### config.mk
export PLATFORM = sky130hd
export DESIGN_NAME = fetch_queue_flat
export DESIGN_NICKNAME = d
export VERILOG_FILES = /design/src/rtl/fetch_queue_if.sv /design/src/rtl/fetch_queue.sv /design/src/flat_wrapper.sv
export SDC_FILE = /design/constraint.sdc
export NUM_CORES = 1
export LEC_CHECK = 0
export BUFFER_PORTS_ARGS = -buffer_cell sky130_fd_sc_hd__buf_2
export CORE_MARGIN = 2
export CORE_UTILIZATION = 40
export DETAILED_ROUTE_END_ITERATION = 6
export GPL_ROUTABILITY_DRIVEN = 0
export PLACE_DENSITY = 0.58
export SETUP_SLACK_MARGIN = 0.5
export SYNTH_ARGS = -nofsm -noshare
export SYNTH_HDL_FRONTEND = slang
export SYNTH_SLANG_ARGS = --single-unit
### constraint.sdc
create_clock -name clock -period 11.2 [get_ports clock]
set_input_delay 1.12 -clock clock [delete_from_list [all_inputs] [get_ports clock]]
set_output_delay 1.12 -clock clock [all_outputs]
set_load 0.05 [all_outputs]
### src/rtl/fetch_queue_if.sv
// Handshake bundle for fetch_queue: PC side, instruction-memory side, decode side and flush.
// master = the queue itself, slave = the surrounding pipeline/memory.
interface fetch_queue_if #(
    parameter int bPC = 7,
    parameter int IW  = 32
);
    logic [bPC-1:0] pc_in;
    logic           pc_valid;
    logic           pc_ready;
    logic           imem_req;
    logic [bPC-1:0] imem_addr;
    logic           imem_ack;
    logic [IW-1:0]  imem_rdata;
    logic           flush;
    logic           id_valid;
    logic [IW-1:0]  id_instr;
    logic [bPC-1:0] id_pc;
    logic           id_ready;

    modport master (
        input  pc_in, pc_valid, imem_ack, imem_rdata, flush, id_ready,
        output pc_ready, imem_req, imem_addr, id_valid, id_instr, id_pc
    );

    modport slave (
        output pc_in, pc_valid, imem_ack, imem_rdata, flush, id_ready,
        input  pc_ready, imem_req, imem_addr, id_valid, id_instr, id_pc
    );
endinterface

### src/rtl/fetch_queue.sv
// Instruction fetch queue: one-outstanding imem requests, DEPTH-entry {pc,instr} buffer, flush.
// Optional macro FETCH_QUEUE_BYPASS_EN forwards an ack straight to decode when the queue is empty.
module fetch_queue #(
    parameter int bPC   = 7,
    parameter int IW    = 32,
    parameter int DEPTH = 4
) (
    input  logic          clock,
    input  logic          reset,
    fetch_queue_if.master fq
);
    localparam int AW = $clog2(DEPTH);
    localparam int CW = AW + 1;
    localparam logic [CW-1:0] DEPTH_C = CW'(DEPTH);

    typedef enum logic [1:0] {
        ST_IDLE  = 2'd0,
        ST_REQ   = 2'd1,
        ST_DRAIN = 2'd2
    } state_t;

    state_t          state_q, state_d;
    logic            req_q, req_d;
    logic [bPC-1:0]  addr_q, addr_d;
    logic [AW-1:0]   head_q, head_d;
    logic [AW-1:0]   tail_q, tail_d;
    logic [CW-1:0]   count_q, count_d;
    logic [IW-1:0]   instr_mem_q [DEPTH];
    logic [bPC-1:0]  pc_mem_q [DEPTH];

    logic            pc_ready_s;
    logic            accept_s;
    logic            head_valid_s;
    logic            push_s;
    logic            pop_s;
    logic            id_valid_s;
    logic [IW-1:0]   id_instr_s;
    logic [bPC-1:0]  id_pc_s;
`ifdef FETCH_QUEUE_BYPASS_EN
    logic            bypass_s;
`endif

    // Acceptance, push/pop qualification and decode-side head selection.
    always_comb begin
        pc_ready_s   = !reset && !fq.flush && (state_q == ST_IDLE) && (count_q < DEPTH_C);
        accept_s     = fq.pc_valid && pc_ready_s;
        head_valid_s = (count_q != {CW{1'b0}});
        pop_s        = head_valid_s && fq.id_ready;
        id_valid_s   = head_valid_s;
        id_instr_s   = instr_mem_q[head_q];
        id_pc_s      = pc_mem_q[head_q];
`ifdef FETCH_QUEUE_BYPASS_EN
        bypass_s = !head_valid_s && (state_q == ST_REQ) && fq.imem_ack && !fq.flush;
        // A bypassed response taken by decode this cycle never enters storage.
        push_s   = (state_q == ST_REQ) && fq.imem_ack && !fq.flush && !(bypass_s && fq.id_ready);
        if (bypass_s) begin
            id_valid_s = 1'b1;
            id_instr_s = fq.imem_rdata;
            id_pc_s    = addr_q;
        end else begin
            id_valid_s = head_valid_s;
            id_instr_s = instr_mem_q[head_q];
            id_pc_s    = pc_mem_q[head_q];
        end
`else
        push_s   = (state_q == ST_REQ) && fq.imem_ack && !fq.flush;
`endif
    end

    // Pointer and occupancy next state; flush wins over any push/pop.
    always_comb begin
        head_d  = head_q;
        tail_d  = tail_q;
        count_d = count_q;
        if (fq.flush) begin
            head_d  = {AW{1'b0}};
            tail_d  = {AW{1'b0}};
            count_d = {CW{1'b0}};
        end else begin
            if (pop_s) begin
                head_d = head_q + {{(AW-1){1'b0}}, 1'b1};
            end else begin
                head_d = head_q;
            end
            if (push_s) begin
                tail_d = tail_q + {{(AW-1){1'b0}}, 1'b1};
            end else begin
                tail_d = tail_q;
            end
            case ({push_s, pop_s})
                2'b10:   count_d = count_q + {{(CW-1){1'b0}}, 1'b1};
                2'b01:   count_d = count_q - {{(CW-1){1'b0}}, 1'b1};
                default: count_d = count_q;
            endcase
        end
    end

    // Request FSM: requests are always carried to their ack, even across a flush.
    always_comb begin
        state_d = state_q;
        req_d   = req_q;
        addr_d  = addr_q;
        case (state_q)
            ST_IDLE: begin
                if (accept_s) begin
                    state_d = ST_REQ;
                    req_d   = 1'b1;
                    addr_d  = fq.pc_in;
                end else begin
                    state_d = ST_IDLE;
                    req_d   = 1'b0;
                end
            end
            ST_REQ: begin
                if (fq.imem_ack) begin
                    state_d = ST_IDLE;
                    req_d   = 1'b0;
                end else if (fq.flush) begin
                    state_d = ST_DRAIN;
                end else begin
                    state_d = ST_REQ;
                end
            end
            ST_DRAIN: begin
                if (fq.imem_ack) begin
                    state_d = ST_IDLE;
                    req_d   = 1'b0;
                end else begin
                    state_d = ST_DRAIN;
                end
            end
            default: begin
                state_d = ST_IDLE;
                req_d   = 1'b0;
            end
        endcase
    end

    // Control state registers.
    always_ff @(posedge clock or posedge reset) begin
        if (reset) begin
            state_q <= ST_IDLE;
            req_q   <= 1'b0;
            addr_q  <= {bPC{1'b0}};
            head_q  <= {AW{1'b0}};
            tail_q  <= {AW{1'b0}};
            count_q <= {CW{1'b0}};
        end else begin
            state_q <= state_d;
            req_q   <= req_d;
            addr_q  <= addr_d;
            head_q  <= head_d;
            tail_q  <= tail_d;
            count_q <= count_d;
        end
    end

    // Entry storage, written at the tail on a qualified push.
    always_ff @(posedge clock or posedge reset) begin
        if (reset) begin
            for (int i = 0; i < DEPTH; i++) begin
                instr_mem_q[i] <= {IW{1'b0}};
                pc_mem_q[i]    <= {bPC{1'b0}};
            end
        end else if (push_s) begin
            instr_mem_q[tail_q] <= fq.imem_rdata;
            pc_mem_q[tail_q]    <= addr_q;
        end
    end

    assign fq.pc_ready  = pc_ready_s;
    assign fq.imem_req  = req_q;
    assign fq.imem_addr = addr_q;
    assign fq.id_valid  = id_valid_s;
    assign fq.id_instr  = id_instr_s;
    assign fq.id_pc     = id_pc_s;

endmodule

### src/flat_wrapper.sv
// flat-port wrapper written by rule: the top's interface ports become plain ports
module fetch_queue_flat 
#(
    parameter int bPC   = 7,
    parameter int IW    = 32,
    parameter int DEPTH = 4
)
  (clock, reset, fq_pc_in, fq_pc_valid, fq_imem_ack, fq_imem_rdata, fq_flush, fq_id_ready, fq_pc_ready, fq_imem_req, fq_imem_addr, fq_id_valid, fq_id_instr, fq_id_pc);
  fetch_queue_if #(.bPC(bPC), .IW(IW)) fq_i ();
  input  logic clock;
  input  logic reset;
  input wire logic [$bits(fq_i.pc_in)-1:0] fq_pc_in;
  input wire logic [$bits(fq_i.pc_valid)-1:0] fq_pc_valid;
  input wire logic [$bits(fq_i.imem_ack)-1:0] fq_imem_ack;
  input wire logic [$bits(fq_i.imem_rdata)-1:0] fq_imem_rdata;
  input wire logic [$bits(fq_i.flush)-1:0] fq_flush;
  input wire logic [$bits(fq_i.id_ready)-1:0] fq_id_ready;
  output wire logic [$bits(fq_i.pc_ready)-1:0] fq_pc_ready;
  output wire logic [$bits(fq_i.imem_req)-1:0] fq_imem_req;
  output wire logic [$bits(fq_i.imem_addr)-1:0] fq_imem_addr;
  output wire logic [$bits(fq_i.id_valid)-1:0] fq_id_valid;
  output wire logic [$bits(fq_i.id_instr)-1:0] fq_id_instr;
  output wire logic [$bits(fq_i.id_pc)-1:0] fq_id_pc;
  assign fq_i.pc_in = fq_pc_in;
  assign fq_i.pc_valid = fq_pc_valid;
  assign fq_i.imem_ack = fq_imem_ack;
  assign fq_i.imem_rdata = fq_imem_rdata;
  assign fq_i.flush = fq_flush;
  assign fq_i.id_ready = fq_id_ready;
  assign fq_pc_ready = fq_i.pc_ready;
  assign fq_imem_req = fq_i.imem_req;
  assign fq_imem_addr = fq_i.imem_addr;
  assign fq_id_valid = fq_i.id_valid;
  assign fq_id_instr = fq_i.id_instr;
  assign fq_id_pc = fq_i.id_pc;
  fetch_queue #(.bPC(bPC), .IW(IW), .DEPTH(DEPTH)) u_core (.clock(clock), .reset(reset), .fq(fq_i));
endmodule
* Word-level counts from Yosys, hierarchy flattened *
Index checks and enable logic that the tools add are counted.

operators by class
  $add $sub $neg = 4
  magnitude comparators = 4
  equal/unequal tests = 5
  mux-type cells = 26
  bitwise gates (word level) = 2
  reductions and logical operators = 17

operators with widths
  operator                                                  number
  bitwise mux 128 bit                                       1
  two-way mux 32 bit                                        3
  binary-select mux 32 bit (select 2 bit)                   1
  demux 32 bit (select 2 bit)                               1
  bitwise mux 28 bit                                        1
  two-way mux 7 bit                                         3
  binary-select mux 7 bit (select 2 bit)                    1
  demux 7 bit (select 2 bit)                                1
  two-way mux 2 bit                                         7
  logical AND 1 bit                                         8
  greater-or-equal comparator 3 bit, second input constant  2
  NOT 2 -> 3 bit                                            2
  one-hot mux 2 bit (3 select lines)                        1
  one-hot mux 3 bit (2 select lines)                        1
  nonzero test 3 bit                                        2
  adder 2 x 1 -> 2 bit, second input constant               2
  equality test 2 x 1 -> 1 bit, second input constant       2
  equality test 2 bit, second input constant                2
  nonzero test 2 bit                                        2
  adder 3 x 1 -> 3 bit, second input constant               1
  < comparator 3 x 1 -> 1 bit, second input constant        1
  < comparator 3 bit, second input constant                 1
  two-way mux 1 bit                                         3
  two-way mux 3 bit                                         1
  other kinds (7)                                           8

storage, ports and cells
  flip-flop bits (word level) = 173
  input bits = 45
  output and inout bits = 49
  logic and storage cells = 72

* Logic depth before layout (Yosys ltp) *
Gate-level depths: netlist of run 1.

  word-level depth = 7
  depth in mapped cells = 10
  mapped depth without buffers = 10

* Least setup slack after synthesis of run 1 *
OpenSTA, ideal clock, no wires.

  path kind = input to output
  start = input port fq_flush
  end = output port fq_pc_ready
  arrival = 1.923 ns
  data required time = 10.080 ns
  path slack = 8.157 ns
  stages on the path = 2
  buffers on the path = 1
  cells stage by stage = buf_6 nor4b_4

on the way
  cells in the longest elaborated chain, start to end = 4

ends and longest elaborated chain
  item                            line                source
  from (decl)                     flat_wrapper.sv:16  input wire logic [$bits(fq_i.flush)-1:0] fq_flush;
  logical NOT 1 bit               fetch_queue.sv:45   pc_ready_s = !reset && !fq.flush && (state_q == ST_IDLE) && (count_q < DEPTH_C);
  logical AND 1 bit (3 in a row)  fetch_queue.sv:45
  to (decl)                       flat_wrapper.sv:18  output wire logic [$bits(fq_i.pc_ready)-1:0] fq_pc_ready;

Every way passes these cells.

* Final worst setup path of run 1 *
  start = register u_core.head_q[1]
  end = output port fq_id_instr[20]

on the way
  cells in the longest elaborated chain, start to end = 4

ends and longest elaborated chain
  item                                                   line                source
  from (decl)                                            fetch_queue.sv:25   logic [AW-1:0] head_q, head_d;
  from (signal assigned)                                 fetch_queue.sv:145  head_q <= {AW{1'b0}};
  NOT 2 -> 3 bit (implied by the code)                   fetch_queue.sv:50   id_instr_s = instr_mem_q[head_q];
  binary-select mux 32 bit (select 2 bit)                fetch_queue.sv:50
  two-way mux 32 bit (implied by the code) (2 in a row)  fetch_queue.sv:50
  to (decl)                                              flat_wrapper.sv:22  output wire logic [$bits(fq_i.id_instr)-1:0] fq_id_instr;

Every way passes these cells. The select of a mux whose other input is x is not followed.

==> results of run 1 <==
## layout make-up
cell class,count,share of cell area [%]
Clock inverter,14,1.87
Timing Repair Buffer,100,5.73
Tap cell,265,3.66
Sequential cell,173,47.9
Clock buffer,17,4.70
Multi-Input combinational cell,259,35.9
Inverter,6,0.304
## flip-flops by register name, indices dropped and copies added, names as in the netlist
name,count
u_core.count_q,3
u_core.fq.imem_addr,7
u_core.fq.imem_req,1
u_core.head_q,2
u_core.instr_mem_q,128
u_core.pc_mem_q,28
u_core.state_q,2
u_core.tail_q,2
## metal layers
layer / share of wire (%) / up-vias
met2: 50 / 85
li1: - / 1907
met5: 0.082 / -
met1: 44 / 2297
met3: 3.6 / 25
met4: 2.2 / 2
## stage by stage
step	util [%]	worst slack (ns)	instance area (sq um)	power [mW]
2_1_floorplan	-	5.39	7780	1.16
3_3_place_gp	43.9	8.09	8450	1.27
6_report	46.9	7.70	9050	1.86
3_5_place_dp	43.9	8.08	8450	1.28
4_1_cts	46.9	7.63	9050	1.88
5_1_grt	46.9	7.54	9050	1.94
## kinds of logic (layout without fill, tap and decap cells)
family	count (synthesis)	in the layout	share of synthesized area [%]
AO/OA/AOI/OAI	10	10	0.772
XOR/XNOR	4	4	0.450
flip-flops	173	173	55.7
buffers and inverters	34	137	2.70
AND/OR/NAND/NOR	33	33	2.41
multiplexers	203	203	36.5
adder cells (fa/ha/maj)	9	9	1.54
## path summary, 6_finish.rpt
path,slack [ns],start,endpoint,depth (start not counted)
max,7.70,u_core.head_q[1]$_DFFE_PP0P_,fq_id_instr[20],3
min,0.49,u_core.fq.imem_req$_DFFE_PP0P_,u_core.fq.imem_req$_DFFE_PP0P_,2
max reg2reg,8.71,u_core.state_q[1]$_DFF_PP0_,u_core.pc_mem_q[9]$_DFFE_PP0P_,7
min reg2reg,0.49,u_core.fq.imem_req$_DFFE_PP0P_,u_core.fq.imem_req$_DFFE_PP0P_,2
max in group asynchronous,8.66,reset,u_core.head_q[1]$_DFFE_PP0P_,3
min in group asynchronous,0.87,reset,u_core.count_q[2]$_DFFE_PP0P_,2
## worst max-delay path, cell delays in order, from the launching register on
cell and delay [ns]:
dfrtp_2 0.49, buf_4 0.62, mux4_2 0.60, buf_2 0.24
## power by group through the flow
stage / Sequential (mW) / Clock, mW / Combinational, mW
after global routing: 0.758 / 0.639 / 0.541
after floorplan: 0.764 / 0 / 0.395
after CTS: 0.749 / 0.612 / 0.521
after global placement: 0.755 / 0 / 0.511
after detailed placement: 0.760 / 0 / 0.520
final: 0.748 / 0.597 / 0.513
## placed cells by master, fill, tap and decap left out, types with 2 or more instances in the layout
master | Yosys | final
a21oi_1 | 4 | 4
buf_2 | 18 | 93
buf_4 | 0 | 7
bufinv_16 | 0 | 3
clkbuf_16 | 0 | 17
clkinv_2 | 0 | 5
clkinv_4 | 0 | 2
dfrtp_1 | 173 | 171
dfrtp_2 | 0 | 2
ha_1 | 8 | 8
inv_1 | 6 | 5
inv_6 | 0 | 3
mux2_2 | 133 | 133
mux2_4 | 30 | 30
mux4_2 | 39 | 39
nand2_1 | 5 | 5
nand2_2 | 3 | 3
nand3_1 | 4 | 3
nor2_1 | 9 | 9
nor2b_1 | 2 | 2
nor3_1 | 3 | 3
o21ai_0 | 3 | 3
xnor2_1 | 2 | 2
xor2_1 | 2 | 2
==> report_table.html, run 1 <==
<table>
<tr><th>Metric</th><th>Value</th></tr>
<tr><th colspan="2">Drt</th></tr>
<tr><td>Via count of the routed design</td><td>4316</td></tr>
<tr><td>Pre-Repair DR Iteration Count</td><td>4</td></tr>
<tr><td>Drc violations</td><td>0</td></tr>
<tr><td>Number of routed nets with antenna violations</td><td>0</td></tr>
<tr><td>Violation count after the first detailed-routing iteration</td><td>161</td></tr>
<tr><td>Final routed wire length divided by cell count</td><td>19.0 microns</td></tr>
<tr><td>Final routed wirelength across all metal layers</td><td>15900 microns</td></tr>
<tr><td>Vias per cell</td><td>5.18</td></tr>
<tr><th colspan="2">GRT</th></tr>
<tr><td>Met3 usage in global routing</td><td>3.70%</td></tr>
<tr><td>Wire length of the first global-routing pass</td><td>25700 microns</td></tr>
<tr><td>Met2 routing resource usage after global routing</td><td>27.3%</td></tr>
<tr><td>Antenna violations before repair</td><td>1</td></tr>
<tr><td>Overflow left after global routing</td><td>0</td></tr>
<tr><td>Gr usage total</td><td>16.4%</td></tr>
<tr><td>Number of global-route vias before repair</td><td>4760</td></tr>
<tr><td>Most heavily used metal layer in global routing</td><td>met2</td></tr>
<tr><td>Met1 track demand over resource in global routing</td><td>20.8%</td></tr>
<tr><td>Maximum number of pins on one net before global-route repair</td><td>91</td></tr>
<tr><th colspan="2">Timing</th></tr>
<tr><td>Slew headroom</td><td>30.3%</td></tr>
<tr><td>Fraction of the cycle the final worst path needs</td><td>31.2%</td></tr>
<tr><td>Transition time of the tightest slew-check pin</td><td>1.05 ns</td></tr>
<tr><td>Tmin final</td><td>3.50 ns</td></tr>
<tr><td>Clock tree skew after final layout</td><td>0.00681 ns</td></tr>
<tr><td>Fin Hold WS</td><td>0.491 ns</td></tr>
<tr><td>RSZ-0062 raised after global routing</td><td>no</td></tr>
<tr><td>Setup Total Neg Slack</td><td>0 ns</td></tr>
<tr><td>Setup-violating endpoint count in the final report</td><td>0</td></tr>
<tr><td>Final hold violations</td><td>0</td></tr>
<tr><td>Total count of max-transition violations in the final report</td><td>0</td></tr>
<tr><td>Upper clock frequency limit</td><td>286 MHz</td></tr>
<tr><th colspan="2">Logic synthesis</th></tr>
<tr><td>Dominant synthesized flop cell</td><td>dfrtp_1</td></tr>
<tr><td>Sequential cell area fraction in the yosys report</td><td>55.7%</td></tr>
<tr><td>Syn Inst Count</td><td>466</td></tr>
<tr><td>Area fraction of the dominant cell type after synthesis</td><td>55.7%</td></tr>
<tr><td>Most common library cells after synthesis</td><td>dfrtp_1, mux2_2, mux4_2</td></tr>
<tr><td>Mean Syn Cell Area</td><td>16.7 sq um</td></tr>
<tr><td>Biggest area contributors in the synthesized netlist</td><td>dfrtp_1, mux2_2, mux4_2</td></tr>
<tr><td>Most frequent cell after synthesis</td><td>dfrtp_1</td></tr>
<tr><td>Cell taking the most area after synthesis</td><td>dfrtp_1</td></tr>
<tr><td>Number of unique standard cell types used by synthesis</td><td>31</td></tr>
<tr><td>Total of flip-flops plus latches after synthesis</td><td>173</td></tr>
<tr><td>Yosys synthesis warning count</td><td>0</td></tr>
<tr><td>Share of flip-flops with an asynchronous set or reset after synthesis</td><td>100%</td></tr>
<tr><td>Post-Synthesis Cell Area</td><td>7780 sq um</td></tr>
<tr><td>Mapped Nets</td><td>520</td></tr>
<tr><td>EDFF count, synth</td><td>0</td></tr>
<tr><th colspan="2">Status</th></tr>
<tr><td>Run status</td><td>finished clean</td></tr>
<tr><th colspan="2">Pwr</th></tr>
<tr><td>Sw Pwr</td><td>629 uW</td></tr>
<tr><td>Total leakage power</td><td>4.47 nW</td></tr>
<tr><td>Part of the total power dissipated in sequential elements</td><td>40.2%</td></tr>
<tr><td>Switching share of power</td><td>33.9%</td></tr>
<tr><td>Internal power</td><td>1.23 mW</td></tr>
<tr><td>Ratio of total power to cell area</td><td>205 nW/um^2</td></tr>
<tr><td>IR Drop Worst-Case VDD</td><td>112 uV</td></tr>
<tr><td>Clock power frac</td><td>32.1%</td></tr>
<tr><td>Combinational cell fraction of total power</td><td>27.6%</td></tr>
<tr><th colspan="2">Setup path</th></tr>
<tr><td>CP Class</td><td>flop to primary output</td></tr>
<tr><td>Data arrival, critical path</td><td>2.38 ns</td></tr>
<tr><td>Critical path required time</td><td>10.08 ns</td></tr>
<tr><td>Kind of start point of the critical path</td><td>flop</td></tr>
<tr><td>Endpoint class of the critical path</td><td>primary output</td></tr>
<tr><td>Crit-path max FO</td><td>34</td></tr>
<tr><th colspan="2">Finish</th></tr>
<tr><td>FF+latch area</td><td>4330 sq um</td></tr>
<tr><td>Syn-to-layout area delta</td><td>16.3%</td></tr>
<tr><td>Non-filler instance count after layout</td><td>834</td></tr>
<tr><td>Number of nets at the end of the flow</td><td>611</td></tr>
<tr><td>Total area of multi-input combinational cells</td><td>3240 sq um</td></tr>
<tr><td>Filler Cells Inserted</td><td>1725</td></tr>
<tr><td>Fraction of final layout cells sized beyond drive strength 1</td><td>60.5%</td></tr>
<tr><td>Ant. Diodes</td><td>0</td></tr>
<tr><th colspan="2">Floorplan</th></tr>
<tr><td>Floorplan die area</td><td>20600 sq um</td></tr>
<tr><td>Initial core utilization</td><td>40.4%</td></tr>
<tr><td>Vert. Die Dim</td><td>143 microns</td></tr>
<tr><td>Core area</td><td>19300 sq um</td></tr>
<tr><td>Die extent in x</td><td>143 microns</td></tr>
<tr><td>Count of boundary I/O pins</td><td>94</td></tr>
<tr><td>Site Rows</td><td>51</td></tr>
<tr><th colspan="2">Clocking</th></tr>
<tr><td>Post-CTS Resized</td><td>0</td></tr>
<tr><td>Number of buffers created by CTS</td><td>17</td></tr>
<tr><td>Clock tree root driver cell</td><td>clkbuf_16</td></tr>
<tr><td>Hold buffers post-CTS</td><td>0</td></tr>
<tr><td>Buffers from clock root to sink, at most</td><td>2</td></tr>
<tr><td>Skew-Pair Late Insertion Delay</td><td>0.42 ns</td></tr>
<tr><td>Count of clock tree sinks</td><td>173</td></tr>
<tr><td>H-tree depth reported by CTS</td><td>4</td></tr>
<tr><td>Clock tree from TritonCTS</td><td>yes</td></tr>
<tr><td>Setup repair bufs after CTS</td><td>0</td></tr>
<tr><td>Clock transition at the registers of the reported paths</td><td>0.06 ns</td></tr>
<tr><th colspan="2">Flow run</th></tr>
<tr><td>Count of maximum capacitance violations</td><td>0</td></tr>
<tr><th colspan="2">Worst hold path</th></tr>
<tr><td>Worst hold-check path type</td><td>flop to flop</td></tr>
<tr><th colspan="2">Placed design</th></tr>
<tr><td>Sum of net half-perimeters after detailed placement</td><td>9830 microns</td></tr>
<tr><td>Placed Cells incl. Taps</td><td>803</td></tr>
<tr><td>Buffers on Ports</td><td>93</td></tr>
</table>
Note: power is estimated with default switching activity, not from simulation.
==> inputs of run 2 (changes only) <==
Settings changed: PLACE_DENSITY 0.58 to 0.61.
Clock period 11.2 ns to 3.13 ns, I/O delays scaled along.
==> run 2 against run 1 <==
Effect of this change:
- sequential share of layout area down 0.74 points
- critical path depth unchanged
- non-clock buffer count up 7
- sequential power grew to 3.6 times the previous value
- core utilization up 0.77 points
- register-to-register slack lost 7.8 ns
- routed wire length shrank 0.49%
- hold slack worse by 0.37 ns
- cell count rose by 0.72%
- first-iteration DRC count decreased by 6.8%
- die area unchanged
- critical path type unchanged
- highest routed layer unchanged
- critical endpoint is now fq_id_instr[27]
- clock power rose to 3.6 times the previous value
==> report_table.html, run 2 (synthesized netlist as in run 1, its figures left out) <==
<table>
<tr><th>Metric</th><th>Value</th></tr>
<tr><th colspan="2">Setup path</th></tr>
<tr><td>Launch point of the worst path</td><td>u_core.head_q[1]$_DFFE_PP0P_ (unchanged)</td></tr>
<tr><td>CP Class</td><td>flop to primary output (unchanged)</td></tr>
<tr><td>Slowest cell on the critical path</td><td>dfrtp_4 (was buf_4)</td></tr>
<tr><td>Endpoint class of the critical path</td><td>primary output (unchanged)</td></tr>
<tr><td>Largest delay contributor family on the critical path</td><td>flip-flops (was buffers and inverters)</td></tr>
<tr><td>Delay of the slowest critical-path stage</td><td>0.71 ns (was 0.62 ns)</td></tr>
<tr><td>Critical Path, Cell by Cell</td><td>buf_12 -&gt; mux4_2 -&gt; buf_2 (was buf_4 -&gt; mux4_2 -&gt; buf_2)</td></tr>
<tr><td>Critical path required time</td><td>2.82 ns (was 10.08 ns)</td></tr>
<tr><td>Data arrival, critical path</td><td>2.13 ns (was 2.38 ns)</td></tr>
<tr><td>Kind of start point of the critical path</td><td>flop (unchanged)</td></tr>
<tr><td>R2R Path Start</td><td>u_core.state_q[1]$_DFF_PP0_ (unchanged)</td></tr>
<tr><td>Crit-path max FO</td><td>20 (was 34)</td></tr>
<tr><td>Buffers &amp; Inverters on Critical Path</td><td>2 (unchanged)</td></tr>
<tr><th colspan="2">Finish</th></tr>
<tr><td>Most frequent standard cell in the layout excluding fill and tap cells</td><td>dfrtp_1 (unchanged)</td></tr>
<tr><td>Top library cells by usage in the layout, fill and taps aside</td><td>dfrtp_1, mux2_2, buf_2, mux4_2, mux2_4 (unchanged)</td></tr>
<tr><td>Number of nets at the end of the flow</td><td>618 (was 611)</td></tr>
<tr><td>Non-Filler Cell Area, Final</td><td>9200 sq um (was 9050 sq um)</td></tr>
<tr><td>Final Core Density</td><td>47.7% (was 46.9%)</td></tr>
<tr><td>Register name with the most flops</td><td>u_core.instr_mem_q (unchanged)</td></tr>
<tr><td>Ant. Diodes</td><td>0 (unchanged)</td></tr>
<tr><td>Number of flip-flops under the largest register name</td><td>128 (unchanged)</td></tr>
<tr><td>Syn-to-layout area delta</td><td>18.2% (was 16.3%)</td></tr>
<tr><td>Fraction of final layout cells sized beyond drive strength 1</td><td>60.3% (was 60.5%)</td></tr>
<tr><th colspan="2">Timing</th></tr>
<tr><td>Clock tree skew after final layout</td><td>0.00834 ns (was 0.00681 ns)</td></tr>
<tr><td>Setup Total Neg Slack</td><td>0 ns (unchanged)</td></tr>
<tr><td>Transition time of the tightest slew-check pin</td><td>1.08 ns (was 1.05 ns)</td></tr>
<tr><td>RSZ-0062 raised after global routing</td><td>no (unchanged)</td></tr>
<tr><td>Setup-violating endpoint count in the final report</td><td>0 (unchanged)</td></tr>
<tr><td>Final hold violations</td><td>0 (unchanged)</td></tr>
<tr><td>Fraction of the cycle the final worst path needs</td><td>78.2%</td></tr>
<tr><td>Upper clock frequency limit</td><td>409 MHz</td></tr>
<tr><td>Tmin final</td><td>2.45 ns</td></tr>
<tr><td>Slew headroom</td><td>27.9% (was 30.3%)</td></tr>
<tr><td>Total count of max-transition violations in the final report</td><td>0 (unchanged)</td></tr>
<tr><th colspan="2">Pwr</th></tr>
<tr><td>Part of the total power dissipated in sequential elements</td><td>40.0% (was 40.2%)</td></tr>
<tr><td>Total leakage power</td><td>4.54 nW (was 4.47 nW)</td></tr>
<tr><td>IR Drop Worst-Case VDD</td><td>349 uV (was 112 uV)</td></tr>
<tr><td>Ratio of total power to cell area</td><td>729 nW/um^2 (was 205 nW/um^2)</td></tr>
<tr><td>Clock power frac</td><td>32.4% (was 32.1%)</td></tr>
<tr><td>Switching share of power</td><td>33.1% (was 33.9%)</td></tr>
<tr><td>Combinational cell fraction of total power</td><td>27.6% (about the same)</td></tr>
<tr><td>Internal power</td><td>4.49 mW (was 1.23 mW)</td></tr>
<tr><td>Overall power after layout</td><td>6.71 mW (was 1.86 mW)</td></tr>
<tr><td>Sw Pwr</td><td>2.22 mW (was 629 uW)</td></tr>
<tr><th colspan="2">Floorplan</th></tr>
<tr><td>Core area</td><td>19300 sq um (unchanged)</td></tr>
<tr><td>Initial core utilization</td><td>40.4% (unchanged)</td></tr>
<tr><td>Count of boundary I/O pins</td><td>94 (unchanged)</td></tr>
<tr><td>Floorplan die area</td><td>20600 sq um (unchanged)</td></tr>
<tr><td>Die extent in x</td><td>143 microns (unchanged)</td></tr>
<tr><td>Site Rows</td><td>51 (unchanged)</td></tr>
<tr><td>Vert. Die Dim</td><td>143 microns (unchanged)</td></tr>
<tr><th colspan="2">Drt</th></tr>
<tr><td>Final routed wirelength across all metal layers</td><td>15800 microns (was 15900 microns)</td></tr>
<tr><td>Final routed wire length divided by cell count</td><td>18.8 microns (was 19.0 microns)</td></tr>
<tr><td>Pre-Repair DR Iteration Count</td><td>4 (unchanged)</td></tr>
<tr><td>Vias per cell</td><td>5.15 (was 5.18)</td></tr>
<tr><td>Via count of the routed design</td><td>4322 (was 4316)</td></tr>
<tr><td>Drc violations</td><td>0 (unchanged)</td></tr>
<tr><td>Number of routed nets with antenna violations</td><td>0 (unchanged)</td></tr>
<tr><td>Violation count after the first detailed-routing iteration</td><td>150 (was 161)</td></tr>
<tr><th colspan="2">Clocking</th></tr>
<tr><td>Clock tree root driver cell</td><td>clkbuf_16 (unchanged)</td></tr>
<tr><td>Skew-Pair Late Insertion Delay</td><td>0.42 ns (about the same)</td></tr>
<tr><td>Clock transition at the registers of the reported paths</td><td>0.06 ns (about the same)</td></tr>
<tr><td>Buffers from clock root to sink, at most</td><td>2 (unchanged)</td></tr>
<tr><td>Clock tree from TritonCTS</td><td>yes (unchanged)</td></tr>
<tr><td>Number of buffers created by CTS</td><td>17 (unchanged)</td></tr>
<tr><td>Count of clock tree sinks</td><td>173 (unchanged)</td></tr>
<tr><td>H-tree depth reported by CTS</td><td>4 (unchanged)</td></tr>
<tr><th colspan="2">GRT</th></tr>
<tr><td>Maximum number of pins on one net before global-route repair</td><td>53 (was 91)</td></tr>
<tr><td>Overflow left after global routing</td><td>0 (unchanged)</td></tr>
<tr><td>Wire length of the first global-routing pass</td><td>25500 microns (was 25700 microns)</td></tr>
<tr><td>Antenna violations before repair</td><td>1 (unchanged)</td></tr>
<tr><td>Gr usage total</td><td>16.4% (about the same)</td></tr>
<tr><td>Number of global-route vias before repair</td><td>4677 (was 4760)</td></tr>
<tr><th colspan="2">Placed design</th></tr>
<tr><td>Post-DP Area</td><td>8590 sq um (was 8450 sq um)</td></tr>
<tr><td>Buffers on Ports</td><td>93 (unchanged)</td></tr>
<tr><td>Sum of net half-perimeters after detailed placement</td><td>10400 microns (was 9830 microns)</td></tr>
<tr><th colspan="2">Status</th></tr>
<tr><td>Run status</td><td>finished clean (unchanged)</td></tr>
<tr><th colspan="2">Worst hold path</th></tr>
<tr><td>Worst hold-check path type</td><td>input pin to flop (was flop to flop)</td></tr>
<tr><td>Worst Min Path Start</td><td>fq_pc_in[4] (was u_core.fq.imem_req$_DFFE_PP0P_)</td></tr>
<tr><th colspan="2">Flow run</th></tr>
<tr><td>Count of maximum capacitance violations</td><td>0 (unchanged)</td></tr>
</table>
==> run 2: final cells by class <==
| class | count | area (sq um) |
|---|---|---|
| fill | 1696 | 10100 |
| inverter | 6 | 26.3 |
| clock buffer | 24 | 492 |
| clock inverter | 6 | 109 |
| sequential | 173 | 4330 |
| timing repair buffer | 107 | 658 |
| multi-input combinational | 259 | 3240 |
| tap | 265 | 332 |
==> run 2: worst paths after layout <==
check / to / slack [ns] / cells after the start
max: fq_id_instr[27] / 0.68 / 3
min: u_core.fq.imem_addr[4]$_DFFE_PP0P_ / 0.12 / 2
max reg2reg: u_core.instr_mem_q[7]$_DFFE_PP0P_ / 0.90 / 6
min reg2reg: u_core.fq.imem_req$_DFFE_PP0P_ / 0.49 / 2
max in group asynchronous: u_core.instr_mem_q[72]$_DFFE_PP0P_ / 2.16 / 3
min in group asynchronous: u_core.count_q[2]$_DFFE_PP0P_ / 0.16 / 2
==> run 2: worst register-to-register path, delay by kind of cell, from the launching register on <==
family	cells	cell delay (ns)
adder cells (fa/ha/maj)	1	0.22
buffers and inverters	2	0.51
multiplexers	1	0.31
AND/OR/NAND/NOR	2	0.69
flip-flops	1	0.40
==> run 2: per-stage QoR <==
| stage | setup slack, ns | hold slack, ns | instances |
|---|---|---|---|
| finish | 0.682 | 0.119 | 840 |
| global route | 0.576 | 0.104 | 840 |
| floorplan | 0.606 | 0.462 | 466 |
| global placement | 0.910 | 0.475 | 810 |
| detailed placement | 0.890 | 0.479 | 810 |
| CTS | 0.609 | 0.0903 | 840 |
==> run 2: metal layers <==
layer | up-vias | global-route usage, % | wire, microns | part of all wire [%]
met3 | 16 | 3.73 | 564 | 3.6
met4 | 2 | 5.73 | 197 | 1.2
li1 | 1917 | - | - | -
met5 | - | 0 | 18 | 0.11
met2 | 72 | 27.1 | 8040 | 51
met1 | 2315 | 21.3 | 6970 | 44
==> run 2: power groups by stage <==
stage | clock [mW] | combinational, mW | sequential (mW)
finish | 2.17 | 1.85 | 2.68
CTS | 2.23 | 1.88 | 2.68
floorplan | 0 | 1.41 | 2.73
global placement | 0 | 1.85 | 2.71
global route | 2.32 | 1.95 | 2.72
detailed placement | 0 | 1.88 | 2.72
==> run 2: timing repair <==
action,CTS,global route
buffers inserted,0,0
hold buffers,0,0
hold endpoints to repair,0,0
endpoints found under the setup margin,15,0
resized for setup,1,0
==> inputs of run 3 (changes only) <==
Clock period 3.13 ns to 2.14 ns, I/O delays scaled along.
==> run 3 against run 2 <==
Effect of this change:
- the run now ends with negative hold slack left
- clock power is 49% higher
- flip-flop and latch count stayed put
- register-to-register slack worse by 0.69 ns
- sequential power is 45% higher
- die area stayed put
- cell count is 8.7% higher
- non-clock buffer count is 70 higher
- hold slack worse by 0.18 ns
- critical path type unchanged
- critical endpoint is now fq_id_instr[21]
==> report_table.html, run 3 (synthesized netlist as in run 1, its figures left out) <==
<table>
<tr><th>Metric</th><th>Value</th></tr>
<tr><th colspan="2">Status</th></tr>
<tr><td>Run status</td><td>finished, violations left (was finished clean)</td></tr>
<tr><td>Violations in the final reports</td><td>negative hold slack</td></tr>
<tr><th colspan="2">Drt</th></tr>
<tr><td>Number of routed nets with antenna violations</td><td>0 (unchanged)</td></tr>
<tr><td>Drc violations</td><td>0 (unchanged)</td></tr>
<tr><td>Via count of the routed design</td><td>4629 (was 4322)</td></tr>
<tr><td>Final routed wire length divided by cell count</td><td>21.1 microns (was 18.8 microns)</td></tr>
<tr><td>Pre-Repair DR Iteration Count</td><td>4 (unchanged)</td></tr>
<tr><td>Vias per cell</td><td>5.07 (was 5.15)</td></tr>
<tr><td>Violation count after the first detailed-routing iteration</td><td>191 (was 150)</td></tr>
<tr><td>Final routed wirelength across all metal layers</td><td>19300 microns (was 15800 microns)</td></tr>
<tr><th colspan="2">Finish</th></tr>
<tr><td>Filler Cells Inserted</td><td>1529 (was 1696)</td></tr>
<tr><td>Number of flip-flops under the largest register name</td><td>128 (unchanged)</td></tr>
<tr><td>Ant. Diodes</td><td>0 (unchanged)</td></tr>
<tr><td>Fraction of final layout cells sized beyond drive strength 1</td><td>66.4% (was 60.3%)</td></tr>
<tr><td>Register name with the most flops</td><td>u_core.instr_mem_q (unchanged)</td></tr>
<tr><td>Most frequent standard cell in the layout excluding fill and tap cells</td><td>dfrtp_1 (unchanged)</td></tr>
<tr><td>Top library cells by usage in the layout, fill and taps aside</td><td>dfrtp_1, mux2_2, mux2_4, buf_2, mux4_2 (was dfrtp_1, mux2_2, buf_2, mux4_2, mux2_4)</td></tr>
<tr><td>Number of nets at the end of the flow</td><td>689 (was 618)</td></tr>
<tr><td>FF+latch area</td><td>4330 sq um (about the same)</td></tr>
<tr><td>Total area of multi-input combinational cells</td><td>3530 sq um (was 3240 sq um)</td></tr>
<tr><td>Syn-to-layout area delta</td><td>40.3% (was 18.2%)</td></tr>
<tr><th colspan="2">Placed design</th></tr>
<tr><td>Worst slack, placed</td><td>0.131 ns (was 0.890 ns)</td></tr>
<tr><td>Buffers on Ports</td><td>93 (unchanged)</td></tr>
<tr><td>Sum of net half-perimeters after detailed placement</td><td>10400 microns (about the same)</td></tr>
<tr><th colspan="2">Flow run</th></tr>
<tr><td>Count of maximum capacitance violations</td><td>0 (unchanged)</td></tr>
<tr><th colspan="2">Pwr</th></tr>
<tr><td>Part of the total power dissipated in sequential elements</td><td>37.7% (was 40.0%)</td></tr>
<tr><td>Clock power frac</td><td>31.3% (was 32.4%)</td></tr>
<tr><td>Overall power after layout</td><td>10.3 mW (was 6.71 mW)</td></tr>
<tr><td>Internal power</td><td>6.78 mW (was 4.49 mW)</td></tr>
<tr><td>Combinational cell fraction of total power</td><td>31.0% (was 27.6%)</td></tr>
<tr><td>IR Drop Worst-Case VDD</td><td>656 uV (was 349 uV)</td></tr>
<tr><td>Sw Pwr</td><td>3.56 mW (was 2.22 mW)</td></tr>
<tr><td>Ratio of total power to cell area</td><td>948 nW/um^2 (was 729 nW/um^2)</td></tr>
<tr><td>Total leakage power</td><td>5.41 nW (was 4.54 nW)</td></tr>
<tr><td>Switching share of power</td><td>34.4% (was 33.1%)</td></tr>
<tr><th colspan="2">GRT</th></tr>
<tr><td>Most heavily used metal layer in global routing</td><td>met2 (unchanged)</td></tr>
<tr><td>Wire length of the first global-routing pass</td><td>28600 microns (was 25500 microns)</td></tr>
<tr><td>Met2 routing resource usage after global routing</td><td>31.8% (was 27.1%)</td></tr>
<tr><td>Gr usage total</td><td>18.9% (was 16.4%)</td></tr>
<tr><td>Maximum number of pins on one net before global-route repair</td><td>116 (was 53)</td></tr>
<tr><td>Antenna violations before repair</td><td>1 (unchanged)</td></tr>
<tr><td>Overflow left after global routing</td><td>0 (unchanged)</td></tr>
<tr><td>Number of global-route vias before repair</td><td>5029 (was 4677)</td></tr>
<tr><td>Met3 usage in global routing</td><td>4.37% (was 3.73%)</td></tr>
<tr><td>Met1 track demand over resource in global routing</td><td>25.3% (was 21.3%)</td></tr>
<tr><th colspan="2">Timing</th></tr>
<tr><td>Fin Hold WS</td><td>-0.0636 ns (was 0.119 ns)</td></tr>
<tr><td>Final hold violations</td><td>12 (was 0)</td></tr>
<tr><td>Fraction of the cycle the final worst path needs</td><td>96.8%</td></tr>
<tr><td>Total count of max-transition violations in the final report</td><td>0 (unchanged)</td></tr>
<tr><td>Setup-violating endpoint count in the final report</td><td>0 (unchanged)</td></tr>
<tr><td>Slew headroom</td><td>51.3% (was 27.9%)</td></tr>
<tr><td>Upper clock frequency limit</td><td>483 MHz</td></tr>
<tr><td>Transition time of the tightest slew-check pin</td><td>0.731 ns (was 1.08 ns)</td></tr>
<tr><td>RSZ-0062 raised after global routing</td><td>yes (was no)</td></tr>
<tr><td>Tmin final</td><td>2.07 ns</td></tr>
<tr><td>Worst setup slack after layout</td><td>0.0683 ns (was 0.682 ns)</td></tr>
<tr><td>Clock tree skew after final layout</td><td>0.00886 ns (was 0.00834 ns)</td></tr>
<tr><th colspan="2">Clocking</th></tr>
<tr><td>Count of clock tree sinks</td><td>173 (unchanged)</td></tr>
<tr><td>Clock transition at the registers of the reported paths</td><td>0.07 ns (was 0.06 ns)</td></tr>
<tr><td>Clock tree from TritonCTS</td><td>yes (unchanged)</td></tr>
<tr><td>Number of buffers created by CTS</td><td>17 (unchanged)</td></tr>
<tr><td>Clock tree root driver cell</td><td>clkbuf_16 (unchanged)</td></tr>
<tr><td>Buffers from clock root to sink, at most</td><td>2 (unchanged)</td></tr>
<tr><td>Skew-Pair Late Insertion Delay</td><td>0.43 ns (was 0.42 ns)</td></tr>
<tr><td>H-tree depth reported by CTS</td><td>4 (unchanged)</td></tr>
<tr><th colspan="2">Setup path</th></tr>
<tr><td>Slowest cell on the critical path</td><td>mux4_2 (was dfrtp_4)</td></tr>
<tr><td>CP Class</td><td>flop to primary output (unchanged)</td></tr>
<tr><td>Crit-path max FO</td><td>5 (was 20)</td></tr>
<tr><td>Data arrival, critical path</td><td>1.86 ns (was 2.13 ns)</td></tr>
<tr><td>Kind of start point of the critical path</td><td>flop (unchanged)</td></tr>
<tr><td>R2r setup slk</td><td>0.21 ns (was 0.90 ns)</td></tr>
<tr><td>Delay of the slowest critical-path stage</td><td>0.50 ns (was 0.71 ns)</td></tr>
<tr><td>Number of cells on the worst reg-to-reg path</td><td>10 (was 6)</td></tr>
<tr><td>Endpoint class of the critical path</td><td>primary output (unchanged)</td></tr>
<tr><td>Critical path required time</td><td>1.93 ns (was 2.82 ns)</td></tr>
<tr><td>Critical Path, Cell by Cell</td><td>buf_12 -&gt; clkbuf_16 -&gt; mux4_2 -&gt; buf_6 (was buf_12 -&gt; mux4_2 -&gt; buf_2)</td></tr>
<tr><th colspan="2">Floorplan</th></tr>
<tr><td>Initial core utilization</td><td>40.4% (unchanged)</td></tr>
<tr><td>Vert. Die Dim</td><td>143 microns (unchanged)</td></tr>
<tr><td>Floorplan die area</td><td>20600 sq um (unchanged)</td></tr>
<tr><td>Count of boundary I/O pins</td><td>94 (unchanged)</td></tr>
<tr><td>Site Rows</td><td>51 (unchanged)</td></tr>
<tr><td>Die extent in x</td><td>143 microns (unchanged)</td></tr>
<tr><td>Core area</td><td>19300 sq um (unchanged)</td></tr>
<tr><th colspan="2">Worst hold path</th></tr>
<tr><td>Worst hold-check path type</td><td>input pin to async pin (was input pin to flop)</td></tr>
</table>
[run 3: cell count changes in the layout (fill, tap and decap cells not counted), sizes merged]
cell         previous run  this run
bufinv                  3         2
clkinvlp                1         3
inv                     5        16
bufbuf                  0         1
clkbuf                 24        22
nand2                   8         9
dlygate4sd3             0         6
clkinv                  3         0
buf                   107       165
[run 3: critical path, delay by kind of cell, from the launching register on]
kind	cells	cell delay (ns)
buffers and inverters	3	0.47
DFF	1	0.45
muxes	1	0.50
[run 3: stage by stage]
step                cells  instance area, sq um  TNS (ns)  util (%)
global placement      814                  8690         0      45.1
floorplan             466                  7830    -49.25         -
finish                913                 10900         0      56.6
global route          913                 10900         0      56.6
detailed placement    814                  8690         0      45.1
CTS                   898                 10600         0      55.0
[run 3: final cells by class]
class	instances	area share [%]
Clock buffer	17	3.90
Clock inverter	15	1.73
Inverter	6	0.264
Multi-Input combinational cell	260	32.4
Sequential cell	173	39.7
Tap cell	265	3.04
Timing Repair Buffer	177	19.0
[run 3: final timing paths]
path | from | end
max in group asynchronous | reset | u_core.instr_mem_q[96]$_DFFE_PP0P_
min in group clock | fq_pc_in[6] | u_core.fq.imem_addr[6]$_DFFE_PP0P_
worst max register to register | u_core.state_q[1]$_DFF_PP0_ | u_core.instr_mem_q[67]$_DFFE_PP0P_
worst max-delay path | u_core.head_q[1]$_DFFE_PP0P_ | fq_id_instr[21]
worst min-delay path | reset | u_core.count_q[2]$_DFFE_PP0P_
worst min register to register | u_core.fq.imem_req$_DFFE_PP0P_ | u_core.fq.imem_req$_DFFE_PP0P_
[run 3: power groups by stage]
stage	clock network (mW)	registers, mW	logic [mW]
finish	3.24	3.89	3.21
global route	3.45	3.94	3.35
CTS	3.33	3.89	3.20
detailed placement	0	3.95	2.78
global placement	0	3.90	2.73
floorplan	0	4.00	2.08
[run 3: metal layers]
layer  wire length, microns  part of all wire (%)  vias up
met3                    649                   3.4       15
met2                   9800                    51       71
li1                       -                     -     2075
met4                    146                  0.76        2
met1                   8660                    45     2466
met5                     11                 0.057        -
[run 3: what timing repair did]
| action | in CTS | in global routing |
|---|---|---|
| cloned | 15 | 7 |
| hold buffers | 5 | 1 |
| hold endpoints to repair | 5 | 1 |
| pin swaps | 7 | 4 |
| endpoints found under the setup margin | 177 | 208 |
| setup buffers | 32 | 7 |
| gates resized for setup | 128 | 22 |
